<file path="src/rtl/mips_ctrl_pkg.sv">
// Shared definitions for the multi-cycle MIPS control path: state encodings,
// opcodes, datapath select encodings and the packed control word.
package mips_ctrl_pkg;

  localparam int OPCODE_W = 6;
  localparam int STATE_W  = 4;

  typedef enum logic [STATE_W-1:0] {
    S_RESET  = 4'd0,
    S_FETCH  = 4'd1,
    S_DECODE = 4'd2,
    S_EXEC   = 4'd3,
    S_ALUWB  = 4'd4,
    S_BRANCH = 4'd5,
    S_MEMADR = 4'd6,
    S_MEMRD  = 4'd7,
    S_MEMWB  = 4'd8,
    S_MEMWR  = 4'd9,
    S_ADDIEX = 4'd10,
    S_ADDIWB = 4'd11
  } state_t;

  localparam logic [OPCODE_W-1:0] OP_RTYPE = 6'd0;
  localparam logic [OPCODE_W-1:0] OP_BEQ   = 6'd4;
  localparam logic [OPCODE_W-1:0] OP_BNE   = 6'd5;
  localparam logic [OPCODE_W-1:0] OP_ADDI  = 6'd8;
  localparam logic [OPCODE_W-1:0] OP_LW    = 6'd35;
  localparam logic [OPCODE_W-1:0] OP_SW    = 6'd43;

  localparam logic [1:0] ALUOP_ADD   = 2'b00;
  localparam logic [1:0] ALUOP_SUB   = 2'b01;
  localparam logic [1:0] ALUOP_FUNCT = 2'b10;

  localparam logic [1:0] SRCB_B       = 2'b00;
  localparam logic [1:0] SRCB_FOUR    = 2'b01;
  localparam logic [1:0] SRCB_IMM     = 2'b10;
  localparam logic [1:0] SRCB_IMM_SH2 = 2'b11;

  localparam logic [1:0] PCSRC_ALU    = 2'b00;
  localparam logic [1:0] PCSRC_ALUOUT = 2'b01;

  // Instruction class captured in DECODE so later states never look at the bus again.
  typedef struct packed {
    logic is_sw;
    logic is_bne;
  } op_cls_t;

  typedef struct packed {
    logic       pc_write;
    logic       pc_write_cond;
    logic       branch_ne;
    logic       iord;
    logic       mem_read;
    logic       mem_write;
    logic       ir_write;
    logic       mem_to_reg;
    logic       reg_dst;
    logic       reg_write;
    logic       alu_src_a;
    logic [1:0] alu_src_b;
    logic [1:0] alu_op;
    logic [1:0] pc_source;
    logic       instr_done;
    logic       illegal_op;
  } ctrl_t;

  function automatic logic is_legal_op(input logic [OPCODE_W-1:0] op);
    return (op == OP_RTYPE) || (op == OP_BEQ) || (op == OP_BNE) ||
           (op == OP_LW)    || (op == OP_SW)  || (op == OP_ADDI);
  endfunction

endpackage

</file>
<file path="src/rtl/mc_output_decode.sv">
// Pure combinational control-word decode from the current state, with the few
// Mealy terms (memory ready, illegal opcode) folded in.
module mc_output_decode
  import mips_ctrl_pkg::*;
(
  input  state_t                state,
  input  logic                  mem_ready,
  input  logic [OPCODE_W-1:0]   operation,
  input  logic                  branch_ne_sel,
  output ctrl_t                 ctrl
);

  always_comb begin
    // NOTE: defaulting the whole word first keeps every path assigned, so no latches.
    ctrl = '0;
    case (state)
      S_FETCH: begin
        ctrl.mem_read  = 1'b1;
        ctrl.alu_src_b = SRCB_FOUR;
        ctrl.alu_op    = ALUOP_ADD;
        ctrl.pc_source = PCSRC_ALU;
        ctrl.ir_write  = mem_ready;
        ctrl.pc_write  = mem_ready;
      end
      S_DECODE: begin
        ctrl.alu_src_b  = SRCB_IMM_SH2;
        ctrl.alu_op     = ALUOP_ADD;
        ctrl.illegal_op = !is_legal_op(operation);
      end
      S_EXEC: begin
        ctrl.alu_src_a = 1'b1;
        ctrl.alu_src_b = SRCB_B;
        ctrl.alu_op    = ALUOP_FUNCT;
      end
      S_ALUWB: begin
        ctrl.reg_dst    = 1'b1;
        ctrl.reg_write  = 1'b1;
        ctrl.instr_done = 1'b1;
      end
      S_BRANCH: begin
        ctrl.alu_src_a     = 1'b1;
        ctrl.alu_src_b     = SRCB_B;
        ctrl.alu_op        = ALUOP_SUB;
        ctrl.pc_write_cond = 1'b1;
        ctrl.pc_source     = PCSRC_ALUOUT;
        ctrl.branch_ne     = branch_ne_sel;
        ctrl.instr_done    = 1'b1;
      end
      S_MEMADR, S_ADDIEX: begin
        ctrl.alu_src_a = 1'b1;
        ctrl.alu_src_b = SRCB_IMM;
        ctrl.alu_op    = ALUOP_ADD;
      end
      S_MEMRD: begin
        ctrl.mem_read = 1'b1;
        ctrl.iord     = 1'b1;
      end
      S_MEMWB: begin
        ctrl.reg_write  = 1'b1;
        ctrl.mem_to_reg = 1'b1;
        ctrl.instr_done = 1'b1;
      end
      S_MEMWR: begin
        ctrl.mem_write  = 1'b1;
        ctrl.iord       = 1'b1;
        ctrl.instr_done = mem_ready;
      end
      S_ADDIWB: begin
        ctrl.reg_write  = 1'b1;
        ctrl.instr_done = 1'b1;
      end
      default: ctrl = '0;
    endcase
  end

endmodule

</file>
<file path="src/rtl/multicycle_controller.sv">
// Multi-cycle MIPS control FSM: sequences FETCH/DECODE/EXECUTE/MEM/WRITEBACK
// and drives the datapath enables through mc_output_decode.
module multicycle_controller
  import mips_ctrl_pkg::*;
#(
  parameter int OPW = 6,
  parameter int STW = 4
) (
  input  logic           clk,
  input  logic           rst_n,
  input  logic [OPW-1:0] operation,
  input  logic           mem_ready,
  output logic           PCWrite,
  output logic           PCWriteCond,
  output logic           BranchNe,
  output logic           IorD,
  output logic           MemRead,
  output logic           MemWrite,
  output logic           IRWrite,
  output logic           MemtoReg,
  output logic           RegDst,
  output logic           RegWrite,
  output logic           ALUSrcA,
  output logic [1:0]     ALUSrcB,
  output logic [1:0]     ALUOp,
  output logic [1:0]     PCSource,
  output logic [STW-1:0] state_o,
  output logic           instr_done,
  output logic           illegal_op
);

  state_t  state;
  op_cls_t op_cls;
  ctrl_t   ctrl;

  // Async reset forces S_RESET immediately, so every strobe drops without a clock.
  always_ff @(posedge clk or negedge rst_n) begin
    if (!rst_n) begin
      state  <= S_RESET;
      op_cls <= '0;
    end else begin
      // NOTE: sequential state uses non-blocking assignments so all flops update together.
      case (state)
        S_RESET:  state <= S_FETCH;
        S_FETCH:  if (mem_ready) state <= S_DECODE;
        S_DECODE: begin
          op_cls.is_sw  <= (operation == OP_SW);
          op_cls.is_bne <= (operation == OP_BNE);
          case (operation)
            OP_RTYPE:       state <= S_EXEC;
            OP_BEQ, OP_BNE: state <= S_BRANCH;
            OP_LW, OP_SW:   state <= S_MEMADR;
            OP_ADDI:        state <= S_ADDIEX;
            default:        state <= S_FETCH;
          endcase
        end
        S_EXEC:   state <= S_ALUWB;
        S_ALUWB:  state <= S_FETCH;
        S_BRANCH: state <= S_FETCH;
        S_MEMADR: state <= op_cls.is_sw ? S_MEMWR : S_MEMRD;
        S_MEMRD:  if (mem_ready) state <= S_MEMWB;
        S_MEMWB:  state <= S_FETCH;
        S_MEMWR:  if (mem_ready) state <= S_FETCH;
        S_ADDIEX: state <= S_ADDIWB;
        S_ADDIWB: state <= S_FETCH;
        default:  state <= S_FETCH;
      endcase
    end
  end

  mc_output_decode u_decode (
    .state         (state),
    .mem_ready     (mem_ready),
    .operation     (operation),
    .branch_ne_sel (op_cls.is_bne),
    .ctrl          (ctrl)
  );

  assign PCWrite     = ctrl.pc_write;
  assign PCWriteCond = ctrl.pc_write_cond;
  assign BranchNe    = ctrl.branch_ne;
  assign IorD        = ctrl.iord;
  assign MemRead     = ctrl.mem_read;
  assign MemWrite    = ctrl.mem_write;
  assign IRWrite     = ctrl.ir_write;
  assign MemtoReg    = ctrl.mem_to_reg;
  assign RegDst      = ctrl.reg_dst;
  assign RegWrite    = ctrl.reg_write;
  assign ALUSrcA     = ctrl.alu_src_a;
  assign ALUSrcB     = ctrl.alu_src_b;
  assign ALUOp       = ctrl.alu_op;
  assign PCSource    = ctrl.pc_source;
  assign instr_done  = ctrl.instr_done;
  assign illegal_op  = ctrl.illegal_op;
  assign state_o     = STW'(state);

endmodule

</file>
<file path="config.mk">
export PLATFORM = sky130hd
export DESIGN_NAME = multicycle_controller
export DESIGN_NICKNAME = d
export VERILOG_FILES = /design/src/rtl/mips_ctrl_pkg.sv /design/src/rtl/mc_output_decode.sv /design/src/rtl/multicycle_controller.sv
export SDC_FILE = /design/constraint.sdc
export NUM_CORES = 1
export LEC_CHECK = 0
export CORE_UTILIZATION = 41
export CTS_BUF_LIST = sky130_fd_sc_hd__clkbuf_4
export CTS_CLUSTER_DIAMETER = 150
export DETAILED_ROUTE_END_ITERATION = 16
export HOLD_SLACK_MARGIN = 0.08
export PLACE_DENSITY = 0.86
export SYNTH_ARGS = -nofsm -noshare
export SYNTH_HDL_FRONTEND = slang
export SYNTH_SLANG_ARGS = --single-unit
</file>
<file path="constraint.sdc">
create_clock -name clk -period 2.36 [get_ports clk]
set_clock_uncertainty 0.1 [all_clocks]
set_input_delay 0.472 -clock clk [delete_from_list [all_inputs] [get_ports clk]]
set_output_delay 0.472 -clock clk [all_outputs]
set_load 0.005 [all_outputs]
</file>
==> results.cfg <==
[global_routing]
overflow = 0
grt_first_pass_wirelength_mm = 3.84
grt_max_degree = 9
antenna_found_initial = 0
track_usage_pct = 28.0
first_global_vias = 900

[outcome]
outcome = finished clean

[clock_tree]
cts_root_buf = clkbuf_4
clockBufferDepth = 2
clkTransAtPathRegs_ns = 0.05
clkLatencyLatePin_ns = 0.24
cts_tree = yes
htreeDepth = 1
numClockSinks = 6
hold_buffers = 0
cts_made_buffers = 3

[layout]
final.fill_count = 110
seqCellArea_sq_um = 155
diodes = 0
multi_input_area_sq_um = 510
final_nets = 151
area_growth_pct = 86.7
drive_gt1_share_pct = 37.1
instances_no_fill = 156

[setup_path]
cp_data_arrival_time_ns = 1.76
critPathCaptureType = output port
worstPathRequired_ns = 1.79
cp_max_fo = 5
criticalPathCategory = reg2out
critPathLaunchType = flop

[power_and_ir_drop]
vdd_drop_max_uv = 504
p_per_area_nw_per_um2 = 869
p_leak_nw = 0.604
total_power_mw = 1.08

[die]
coreArea_sq_um = 1510
die_h_um = 42.3
die-area_sq_um = 1790
start_util_pct = 44.2
num_rows = 14
ios = 32
die_width_um = 42.3

[timing]
fmax_ghz = 0.428
fin_crit_sh_pct = 99.0
post-route-min-period_ns = 2.34
hold_viol_final = 0
timing.hold.ws_ns = 0.368
setup_viol = 0
setup_slack_ns = 0.0243
maxSlewViolCount = 0

[placed_design]
dp.cells = 145
dp_hpwl_mm = 1.69
dp_slack_ns = -0.227
place_congestion = 0.883
port_buffers = 30

[synthesis]
synth_common_cells = nor2_1 (9), nand2_1 (7), nor3_1 (7), dfrtp_1 (6)
ys_ff_latch = 6
synth_edf_count = 0
synth_top_area_share_pct = 22.6
synth_cell_types = 40
ys_seq_area_share_pct = 22.6
yosys_warnings = 0
synth_largest_area_cell = dfrtp_1
ys.flop_type = dfrtp_1
syn_area_per_cell_sq_um = 7.48
synthCells = 89
synthTopCellsByArea = dfrtp_1 (23%), nor3_1 (5.3%), nor2_1 (5.1%)
synth_area_sq_um = 666
synth.most_common_cell = nor2_1
syn_nets = 98
async_flop_share_pct = 100

[route]
route.vias.total = 928
wl_mm = 2.57
drc_errors = 0
wl_per_cell_um = 16.4
first_pass_iters = 4
drt_iter0_markers = 43
ant_nets = 0
viasPerCell = 5.95

[job]
max-cap-violations = 0

[worst_hold_path]
hold_path.class = in2async
==> layout by cell type (no fill, tap or decap), drive strengths merged, types with 2 or more instances in the layout <==
cell	instances
dfrtp	6
dlymetal6s2s	6
clkdlybuf4s50	19
inv	2
xor2	2
clkbuf	3
and2	2
o22ai	2
buf	29
o21ai	4
a21oi	5
o32ai	2
nor3	7
dlygate4sd2	5
a211o	2
nor2	10
nand2	7
a32oi	2
nand2b	5
==> state kept, by name, summed over array words and instances (netlist names) <==
register and cells:
op_cls 2, state_o 4
==> worst paths after layout <==
check | from | end | slack, ns | cells past startpoint
max | state_o[3] | RegDst | 0.02 | 4
min | rst_n | op_cls[1] | 0.37 | 1
max reg2reg | state_o[0] | state_o[1] | 0.32 | 5
min reg2reg | op_cls[0] | op_cls[0] | 0.38 | 2
max in group asynchronous | rst_n | state_o[3] | 1.55 | 1
min in group clk | op_cls[0] | op_cls[0] | 0.38 | 2
==> per-layer routing <==
layer	share of wire, %	global-route usage [%]	vias up
li1	-	-	425
met1	38	31.6	444
met2	55	52.6	53
met3	5.2	4.31	6
met4	1.5	9.38	0
met5	0	0	-
==> power breakdown <==
part           internal, mW  total, mW  leakage, nW  switching [mW]
clock network        0.0575     0.0948       0.0138          0.0373
logic                 0.447      0.800        0.517           0.352
registers             0.139      0.185       0.0733          0.0455
total                 0.644       1.08        0.604           0.435
==> critical path, stage by stage (launching register included) <==
cell	delay (ns)
dfrtp_2	0.46
nand2b_4	0.18
buf_4	0.15
nor3_1	0.18
clkdlybuf4s50_1	0.55
==> cell type report <==
type / instances / share of cell area [%]
repair buffers: 59 / 42.4
clock buffers: 3 / 1.81
multi-input cells: 70 / 41.1
flip-flops and latches: 6 / 12.5
well taps: 16 / 1.61
inverters: 2 / 0.604
==> timing repair <==
| action | CTS | global route |
|---|---|---|
| buffers inserted | 7 | 1 |
| setup endpoints to repair | 10 | 8 |
| pin swaps | 1 | 4 |
| resized for setup | 19 | 11 |
==> per-stage QoR <==
step                TNS [ns]  utilization, %  cell area [sq um]
floorplan                  0               -                666
global placement      -0.161            71.8               1080
detailed placement    -0.258            71.8               1080
CTS                  -0.0706            79.5               1200
global route         -0.0610            82.5               1240
finish                     0            82.5               1240
==> logic make-up after synthesis <==
| family | share of synthesized area [%] |
|---|---|
| AND/OR/NAND/NOR | 31.2 |
| buffers and inverters | 10.3 |
| other | 0.563 |
| multiplexers | 3.20 |
| XOR/XNOR | 2.63 |
| AO/OA/AOI/OAI | 29.5 |
| flip-flops | 22.6 |
Note: power is estimated with default switching activity, not from simulation.
